===== src/rtl/jt900h_flags_if.sv =====
// ALU-to-flag-register bundle: ALU results, write controls and condition query in,
// current flag sets, ALU feedback and condition result out.
interface jt900h_flags_if;
  logic       alu_s;
  logic       alu_z;
  logic       alu_h;
  logic       alu_v;
  logic       alu_n;
  logic       alu_c;
  logic [5:0] flag_we;
  logic [1:0] cf_op;
  logic       ldf;
  logic [7:0] din;
  logic       ex_ff;
  logic [3:0] cc;
  logic [7:0] flags;
  logic [7:0] flags_x;
  logic       nin;
  logic       hin;
  logic       cin;
  logic       zin;
  logic       cc_ok;

  modport master (
    output alu_s, alu_z, alu_h, alu_v, alu_n, alu_c, flag_we, cf_op, ldf, din, ex_ff, cc,
    input  flags, flags_x, nin, hin, cin, zin, cc_ok
  );

  modport slave (
    input  alu_s, alu_z, alu_h, alu_v, alu_n, alu_c, flag_we, cf_op, ldf, din, ex_ff, cc,
    output flags, flags_x, nin, hin, cin, zin, cc_ok
  );
endinterface


===== src/rtl/jt900h_flags.sv =====
// TLCS-900H flag register F and alternate set F': masked ALU capture, carry ops,
// load/exchange, and condition-code evaluation from the registered F.
module jt900h_flags #(
  parameter logic [7:0] F_RST  = 8'h00,
  parameter logic [7:0] FX_RST = 8'h00
) (
  input logic            clk,
  input logic            rst_n,
  input logic            cen,
  jt900h_flags_if.slave  bus
);

  // Bits 5 and 3 do not exist in F and always read as zero.
  localparam logic [7:0] FMask = 8'hD7;

  logic [7:0] f_q, f_d;
  logic [7:0] fx_q, fx_d;
  logic       s_m, z_m, h_m, v_m, n_m, c_m;
  logic       h_new, n_new, c_new;
  logic       cc_base;

  always_comb begin
    s_m = bus.flag_we[5] ? bus.alu_s : f_q[7];
    z_m = bus.flag_we[4] ? bus.alu_z : f_q[6];
    h_m = bus.flag_we[3] ? bus.alu_h : f_q[4];
    v_m = bus.flag_we[2] ? bus.alu_v : f_q[2];
    n_m = bus.flag_we[1] ? bus.alu_n : f_q[1];
    c_m = bus.flag_we[0] ? bus.alu_c : f_q[0];

    h_new = h_m;
    n_new = n_m;
    c_new = c_m;
    // Carry ops apply on top of the masked ALU result.
    unique case (bus.cf_op)
      2'd1: begin c_new = 1'b0;  h_new = 1'b0; n_new = 1'b0; end
      2'd2: begin c_new = 1'b1;  h_new = 1'b0; n_new = 1'b0; end
      2'd3: begin c_new = ~c_m;  h_new = c_m;  n_new = 1'b0; end
      default: ;
    endcase
  end

  always_comb begin
    f_d  = f_q;
    fx_d = fx_q;
    if (bus.ldf) begin
      f_d = bus.din & FMask;
    end else if (bus.ex_ff) begin
      f_d  = fx_q;
      fx_d = f_q;
    end else begin
      f_d = {s_m, z_m, 1'b0, h_new, 1'b0, v_m, n_new, c_new};
    end
  end

  always_ff @(posedge clk or negedge rst_n) begin
    if (!rst_n) begin
      f_q  <= F_RST & FMask;
      fx_q <= FX_RST & FMask;
    end else if (cen) begin
      f_q  <= f_d;
      fx_q <= fx_d;
    end
  end

  // Codes 8-F are the complements of codes 0-7.
  always_comb begin
    cc_base = 1'b0;
    unique case (bus.cc[2:0])
      3'd0: cc_base = 1'b0;
      3'd1: cc_base = f_q[7] ^ f_q[2];
      3'd2: cc_base = (f_q[7] ^ f_q[2]) | f_q[6];
      3'd3: cc_base = f_q[0] | f_q[6];
      3'd4: cc_base = f_q[2];
      3'd5: cc_base = f_q[7];
      3'd6: cc_base = f_q[6];
      3'd7: cc_base = f_q[0];
      default: cc_base = 1'b0;
    endcase
  end

  assign bus.cc_ok   = cc_base ^ bus.cc[3];
  assign bus.flags   = f_q;
  assign bus.flags_x = fx_q;
  assign bus.nin     = f_q[1];
  assign bus.hin     = f_q[4];
  assign bus.cin     = f_q[0];
  assign bus.zin     = f_q[6];

endmodule

===== src/flat_wrapper.sv =====
// flat-port wrapper written by rule: the top's interface ports become plain ports
module jt900h_flags_flat 
#(
  parameter logic [7:0] F_RST  = 8'h00,
  parameter logic [7:0] FX_RST = 8'h00
)
  (clk, rst_n, cen, bus_alu_s, bus_alu_z, bus_alu_h, bus_alu_v, bus_alu_n, bus_alu_c, bus_flag_we, bus_cf_op, bus_ldf, bus_din, bus_ex_ff, bus_cc, bus_flags, bus_flags_x, bus_nin, bus_hin, bus_cin, bus_zin, bus_cc_ok);
  jt900h_flags_if bus_i ();
  input logic clk;
  input logic rst_n;
  input logic cen;
  input wire logic [$bits(bus_i.alu_s)-1:0] bus_alu_s;
  input wire logic [$bits(bus_i.alu_z)-1:0] bus_alu_z;
  input wire logic [$bits(bus_i.alu_h)-1:0] bus_alu_h;
  input wire logic [$bits(bus_i.alu_v)-1:0] bus_alu_v;
  input wire logic [$bits(bus_i.alu_n)-1:0] bus_alu_n;
  input wire logic [$bits(bus_i.alu_c)-1:0] bus_alu_c;
  input wire logic [$bits(bus_i.flag_we)-1:0] bus_flag_we;
  input wire logic [$bits(bus_i.cf_op)-1:0] bus_cf_op;
  input wire logic [$bits(bus_i.ldf)-1:0] bus_ldf;
  input wire logic [$bits(bus_i.din)-1:0] bus_din;
  input wire logic [$bits(bus_i.ex_ff)-1:0] bus_ex_ff;
  input wire logic [$bits(bus_i.cc)-1:0] bus_cc;
  output wire logic [$bits(bus_i.flags)-1:0] bus_flags;
  output wire logic [$bits(bus_i.flags_x)-1:0] bus_flags_x;
  output wire logic [$bits(bus_i.nin)-1:0] bus_nin;
  output wire logic [$bits(bus_i.hin)-1:0] bus_hin;
  output wire logic [$bits(bus_i.cin)-1:0] bus_cin;
  output wire logic [$bits(bus_i.zin)-1:0] bus_zin;
  output wire logic [$bits(bus_i.cc_ok)-1:0] bus_cc_ok;
  assign bus_i.alu_s = bus_alu_s;
  assign bus_i.alu_z = bus_alu_z;
  assign bus_i.alu_h = bus_alu_h;
  assign bus_i.alu_v = bus_alu_v;
  assign bus_i.alu_n = bus_alu_n;
  assign bus_i.alu_c = bus_alu_c;
  assign bus_i.flag_we = bus_flag_we;
  assign bus_i.cf_op = bus_cf_op;
  assign bus_i.ldf = bus_ldf;
  assign bus_i.din = bus_din;
  assign bus_i.ex_ff = bus_ex_ff;
  assign bus_i.cc = bus_cc;
  assign bus_flags = bus_i.flags;
  assign bus_flags_x = bus_i.flags_x;
  assign bus_nin = bus_i.nin;
  assign bus_hin = bus_i.hin;
  assign bus_cin = bus_i.cin;
  assign bus_zin = bus_i.zin;
  assign bus_cc_ok = bus_i.cc_ok;
  jt900h_flags #(.F_RST(F_RST), .FX_RST(FX_RST)) u_core (.clk(clk), .rst_n(rst_n), .cen(cen), .bus(bus_i));
endmodule

===== config.mk =====
export PLATFORM = sky130hd
export DESIGN_NAME = jt900h_flags_flat
export DESIGN_NICKNAME = d
export VERILOG_FILES = /design/src/rtl/jt900h_flags_if.sv /design/src/rtl/jt900h_flags.sv /design/src/flat_wrapper.sv
export SDC_FILE = /design/constraint.sdc
export NUM_CORES = 1
export LEC_CHECK = 0
export BUFFER_PORTS_ARGS = -buffer_cell sky130_fd_sc_hd__buf_2
export CORE_MARGIN = 2
export CORE_UTILIZATION = 39
export DETAILED_ROUTE_END_ITERATION = 7
export GPL_TIMING_DRIVEN = 1
export PLACE_DENSITY = 0.74
export SLEW_MARGIN = 20
export SYNTH_ARGS = -nofsm -noshare
export SYNTH_HDL_FRONTEND = slang
export SYNTH_SLANG_ARGS = --single-unit

===== constraint.sdc =====
create_clock -name clk -period 1.3 [get_ports clk]
set_input_delay 0 -clock clk [delete_from_list [all_inputs] [get_ports clk]]
set_output_delay 0 -clock clk [all_outputs]
set_load 0.01 [all_outputs]

* Word-level counts from Yosys, hierarchy flattened *
Index checks and enable logic that the tools add are counted.

operators by class
  reduce and logical (&&, ||, !) cells = 14
  bitwise operators = 6
  equal/unequal tests = 10
  multiplexer cells = 12

operators by type and width
  operator                                                          count
  8-bit 2-to-1 mux                                                  2
  3-bit == test (second input constant)                             4
  2-bit AND reduction                                               5
  3-bit nonzero test                                                3
  1-bit case mux with 8 select lines                                1
  1-bit 2-to-1 mux                                                  7
  3-bit by 2-bit == test with 1-bit output (second input constant)  2
  5-bit nonzero test                                                1
  2-bit == test (second input constant)                             2
  4-bit nonzero test                                                1
  3-bit by 1-bit == test with 1-bit output (second input constant)  1
  3-bit zero test                                                   1
  1-bit case mux with 3 select lines                                1
  3-bit AND reduction                                               1
  3-bit OR reduction                                                1
  2-bit by 1-bit == test with 1-bit output (second input constant)  1
  1-bit NOT                                                         2
  1-bit bitwise OR                                                  2
  1-bit case mux with 2 select lines                                1
  2-bit OR reduction                                                1
  1-bit XOR                                                         2

word-level totals
  register bits = 16
  bits of input ports = 31
  word-level logic and storage cells = 49

* Longest topological paths before layout *
  depth in word-level cells = 5
  mapped depth = 6

* Least setup slack after synthesis *
No wires, ideal clock.

  path type = reg-to-reg
  start = register u_core.f_q[0] (netlist: u_core.bus.flags[0])
  end = register u_core.f_q[0] (netlist: u_core.bus.flags[0])
  data arrival time = 1184 ps
  slack = 34 ps
  library setup time = 82 ps
  path buffers = 0
  cell stages (with the launch flop) = 4
  period minus slack after synthesis = 1266 ps
  data required time = 1218 ps
  path through = dfrtp_1 mux2_2 a211o_2 a31oi_1

on the way
  word-level cells in the longest chain between the ends = 5

ends and longest elaborated chain
  element                                 line                text
  start: declaration                      jt900h_flags.sv:16  logic [7:0] f_q, f_d;
  start signal: assignment                jt900h_flags.sv:57  f_q <= F_RST & FMask;
  1-bit 2-to-1 mux (*)                    jt900h_flags.sv:28  c_m = bus.flag_we[0] ? bus.alu_c : f_q[0];
  1-bit NOT                               jt900h_flags.sv:37  2'd3: begin c_new = ~c_m; h_new = c_m; n_new = 1'b0; end
  1-bit case mux with 3 select lines (*)  jt900h_flags.sv:34  unique case (bus.cf_op)
  8-bit 2-to-1 mux (*)                    jt900h_flags.sv:47  end else if (bus.ex_ff) begin
  8-bit 2-to-1 mux (*)                    jt900h_flags.sv:45  if (bus.ldf) begin

Mark *: on every way between the ends. The rest lies on a longest branch, timed or not.
A chain may end at the register's enable or synchronous reset.

* Final worst setup path *
  start = register u_core.f_q[6] (netlist: u_core.bus.flags[6])
  end = output port bus_cc_ok

on the way
  word-level cells in the longest chain between the ends = 3
  elaborated cells between the ends (all ways) = 4
  classes of those cells = mux: 1; bitwise: 3

ends and longest elaborated chain
  element                                     line                                    text
  1-bit bitwise OR, on equally long branches  jt900h_flags.sv:72, jt900h_flags.sv:71
  1-bit case mux with 8 select lines (*)      jt900h_flags.sv:68                      unique case (bus.cc[2:0])
  1-bit XOR (*)                               jt900h_flags.sv:81                      assign bus.cc_ok = cc_base ^ bus.cc[3];
  end: declaration                            flat_wrapper.sv:30                      output wire logic [$bits(bus_i.cc_ok)-1:0] bus_cc_ok;

Marks and branches as above.

==> results.py <==
metrics = {
    "sta": {
        "timing.fmax_mhz": 691,
        "worstMarginPinSlew_ps": 487,
        "setup_viol": 1,
        "rsz0062_at_grt": "true",
        "layout_setup_ws_ps": -146,
        "worst_slew_margin_rel_pct": 67.6,
        "timing.final.crit_period_ps": 1450,
        "final-hold-violation-count": 0,
        "post-route-period-util_pct": 111,
        "whs_ps": 27.0,
        "drv_slew": 0,
        "clock_skew_ps": 3.34,
    },
    "clock_tree": {
        "deepest_level_of_the_cts_h_tree": 1,
        "worstSkewPairLatency_ps": 290,
        "cts-buffers-inserted": 3,
        "numClockSinks": 16,
        "clock-root-buffer": "clkbuf_4",
        "tritoncts": "yes",
        "clk_path_buf_depth": 2,
        "cts.reportedPaths.clkPinSlew_ps": 90,
    },
    "synthesis": {
        "dominantRegCellSynth": "dfrtp_1",
        "yosys_register_bits": 16,
        "yosysWarnings": 0,
        "synthesis.area_per_instance_um2": 9.78,
        "synthArstFlopShare_pct": 100,
        "netlist_instances": 98,
        "synth_top_area_share_pct": 41.8,
        "synth.area.top_cells": "dfrtp_1 42%, mux2_2 8.2%, o21ai_0 7.3%",
        "synth_seq_area_share_pct": 41.8,
        "largest_area_contributor_in_the_netlist": "dfrtp_1",
        "synth.cell_area_um2": 958,
        "yosysMostFrequentCell": "dfrtp_1",
        "synth.net_count": 132,
        "ys_top_cells_by_count": "16 x dfrtp_1, 14 x o21ai_0, 7 x inv_1, 7 x mux2_2, 7 x nand2_1",
        "synth.distinct_cells": 29,
        "synth-edff-count": 0,
    },
    "power_and_ir_drop": {
        "powerDensity_nw_per_um2": 1100,
        "design_power_total_mw": 1.43,
        "max-vdd-ir-drop_uv": 749,
        "p_leak_nw": 0.678,
    },
    "grt": {
        "grt_pass1_vias": 910,
        "first_pass_grt_wire_length_um": 3950,
        "grt_antenna_before_repair": 0,
        "grt_start_max_net_pins": 17,
        "groute.usage.overall_pct": 19.2,
        "grt_remaining_overflow": 0,
    },
    "setup_path": {
        "reg2regPathDepth": 3,
        "cp-start-kind": "register",
        "setup.worst_path.class": "register to primary output",
        "regToRegSetupSlack_ps": 100,
        "worstPathRequired_ps": 1300,
        "crit-reg2reg-launch": "u_core.bus.flags[0]",
        "worst_path_fanout_max": 3,
        "regToRegEndpoint": "u_core.bus.flags[0]",
        "cp_slowest_cell": "dfrtp_1",
        "worst-endpoint-arrival_ps": 1450,
        "peak_per_stage_delay_on_the_critical_path_ps": 410,
        "cp_cell_sequence": "nor2b_2, o32ai_2, a32oi_1, xor2_1, buf_2",
        "critPathCaptureType": "primary output",
    },
    "min_path": {
        "whs_path_depth": 3,
        "holdCritPathClass": "primary input to register",
        "timing.hold.worst.start": "bus_din[2]",
        "worst_hold_path_ep": "u_core.bus.flags[2]",
    },
    "detailed_routing": {
        "routed_vias": 891,
        "viasPerCell": 4.98,
        "routed_wirelength_normalized_by_instance_count_um": 13.7,
        "drt-total-wl_um": 2450,
        "ant_nets": 0,
        "first_pass_detailed_route_iteration_total": 4,
        "drc": 0,
        "drt_iter0_drc": 8,
    },
    "run_status": {
        "status": "finished, violations left",
        "violations": "negative setup slack",
    },
    "cells_and_area": {
        "stdcell_area_um2": 1300,
        "num-nets-final": 186,
        "layoutNonFillerInstCount": 179,
        "seq_area_um2": 400,
        "final_antenna_diode_count": 0,
        "area_delta_synth_final_pct": 35.6,
        "multiInputGateArea_um2": 490,
        "layout-drive-gt1-share_pct": 48.3,
        "final.fill_count": 214,
    },
    "run": {
        "drv.max_cap_violation_count": 0,
    },
    "place": {
        "port_buffers": 49,
        "placement_stage_worst_setup_slack_ps": 96.2,
        "place_congestion": 0.851,
        "post-place-cells": 171,
        "detailed_place_hpwl_um": 1860,
        "dpl-instance-area_um2": 1210,
    },
    "die": {
        "core-area_um2": 2280,
        "starting_density_of_the_core_pct": 42.1,
        "die_h_um": 53.6,
        "die-area_um2": 2870,
        "floorplan.die.width_um": 53.6,
        "rows": 17,
        "boundaryPins": 52,
    },
}
==> metrics by stage <==
step | setup TNS, ps | util (%)
after floorplan | 0 | -
after global placement | 0 | 53.3
after detailed placement | 0 | 53.3
after CTS | -147 | 56.8
after global routing | -243 | 57.1
final | -146 | 57.1
==> layout by cell type (no fill, tap or decap), drive strengths merged <==
| master | n |
|---|---|
| ha | 3 |
| mux2 | 7 |
| nand2b | 2 |
| o21ai | 14 |
| nand3b | 1 |
| nor2 | 5 |
| o32ai | 1 |
| a32oi | 1 |
| or2 | 1 |
| nand3 | 3 |
| mux2i | 3 |
| clkbuf | 4 |
| a31oi | 1 |
| xor2 | 2 |
| a22oi | 2 |
| dlygate4sd3 | 1 |
| nand2 | 8 |
| a211o | 2 |
| nor2b | 3 |
| inv | 7 |
| dfrtp | 16 |
| a21oi | 6 |
| a221oi | 1 |
| buf | 56 |
| o41ai | 1 |
==> cell families after synthesis <==
family / count (synthesis) / share of synthesized area, %
and+or+nand+nor: 23 / 12.4
muxes: 10 / 11.4
buffers and inverters: 15 / 8.49
xor gates and xnor gates: 2 / 1.83
DFF: 16 / 41.8
adders and majority gates: 3 / 3.92
AOI/OAI and AO/OA: 29 / 20.2
==> how the worst max path moves through the flow <==
stage	from	end	slack, ps	cells after the start
floorplan	u_core.bus.flags[0]	u_core.bus.flags[0]	30	3
global placement	u_core.bus.flags[0]	u_core.bus.flags[0]	110	3
detailed placement	u_core.bus.flags[0]	u_core.bus.flags[0]	100	3
CTS	u_core.bus.flags[0]	bus_cc_ok	-150	5
global route	u_core.bus.flags[7]	bus_cc_ok	-240	5
finish	u_core.bus.flags[6]	bus_cc_ok	-150	5
==> what timing repair did <==
action / in CTS / in global routing
hold endpoints to repair: 16 / 0
hold buffers: 1 / 0
pin swaps: 3 / 3
setup endpoints to repair: 1 / 2
gates resized for setup: 3 / 2
setup buffers: 3 / 0
==> sequential cells by signal (all words and copies together) (netlist names) <==
register,flops
u_core.bus.flags_x,8
u_core.bus.flags,8
==> critical path: cells and delay by family (launching register included) <==
family | cells | cell delay [ps]
flops | 1 | 410
compound gates | 2 | 300
xor+xnor | 1 | 150
buf+inv | 1 | 140
simple gates | 1 | 160
==> layout make-up <==
class                      count  area share [%]
timing repair buffer          57            24.0
tap                           28            2.69
inverter                       7            2.02
sequential                    16            30.8
clock buffer                   4            2.79
multi-input combinational     67            37.7
==> per-layer routing <==
metal  vias to the layer above  GRT usage [%]  wire [um]
li1                        443              -          -
met1                       416           22.1        955
met2                        32           36.2       1340
met5                         -              0          0
met4                         0           2.56          0
met3                         0           5.00        158
==> where the power goes <==
part	internal, mW	leakage, nW	switching (mW)
clock network	0.171	0.0210	0.159
registers	0.572	0.203	0.0569
logic	0.239	0.454	0.230
total	0.982	0.678	0.446
(Power assumes the default switching activity.)
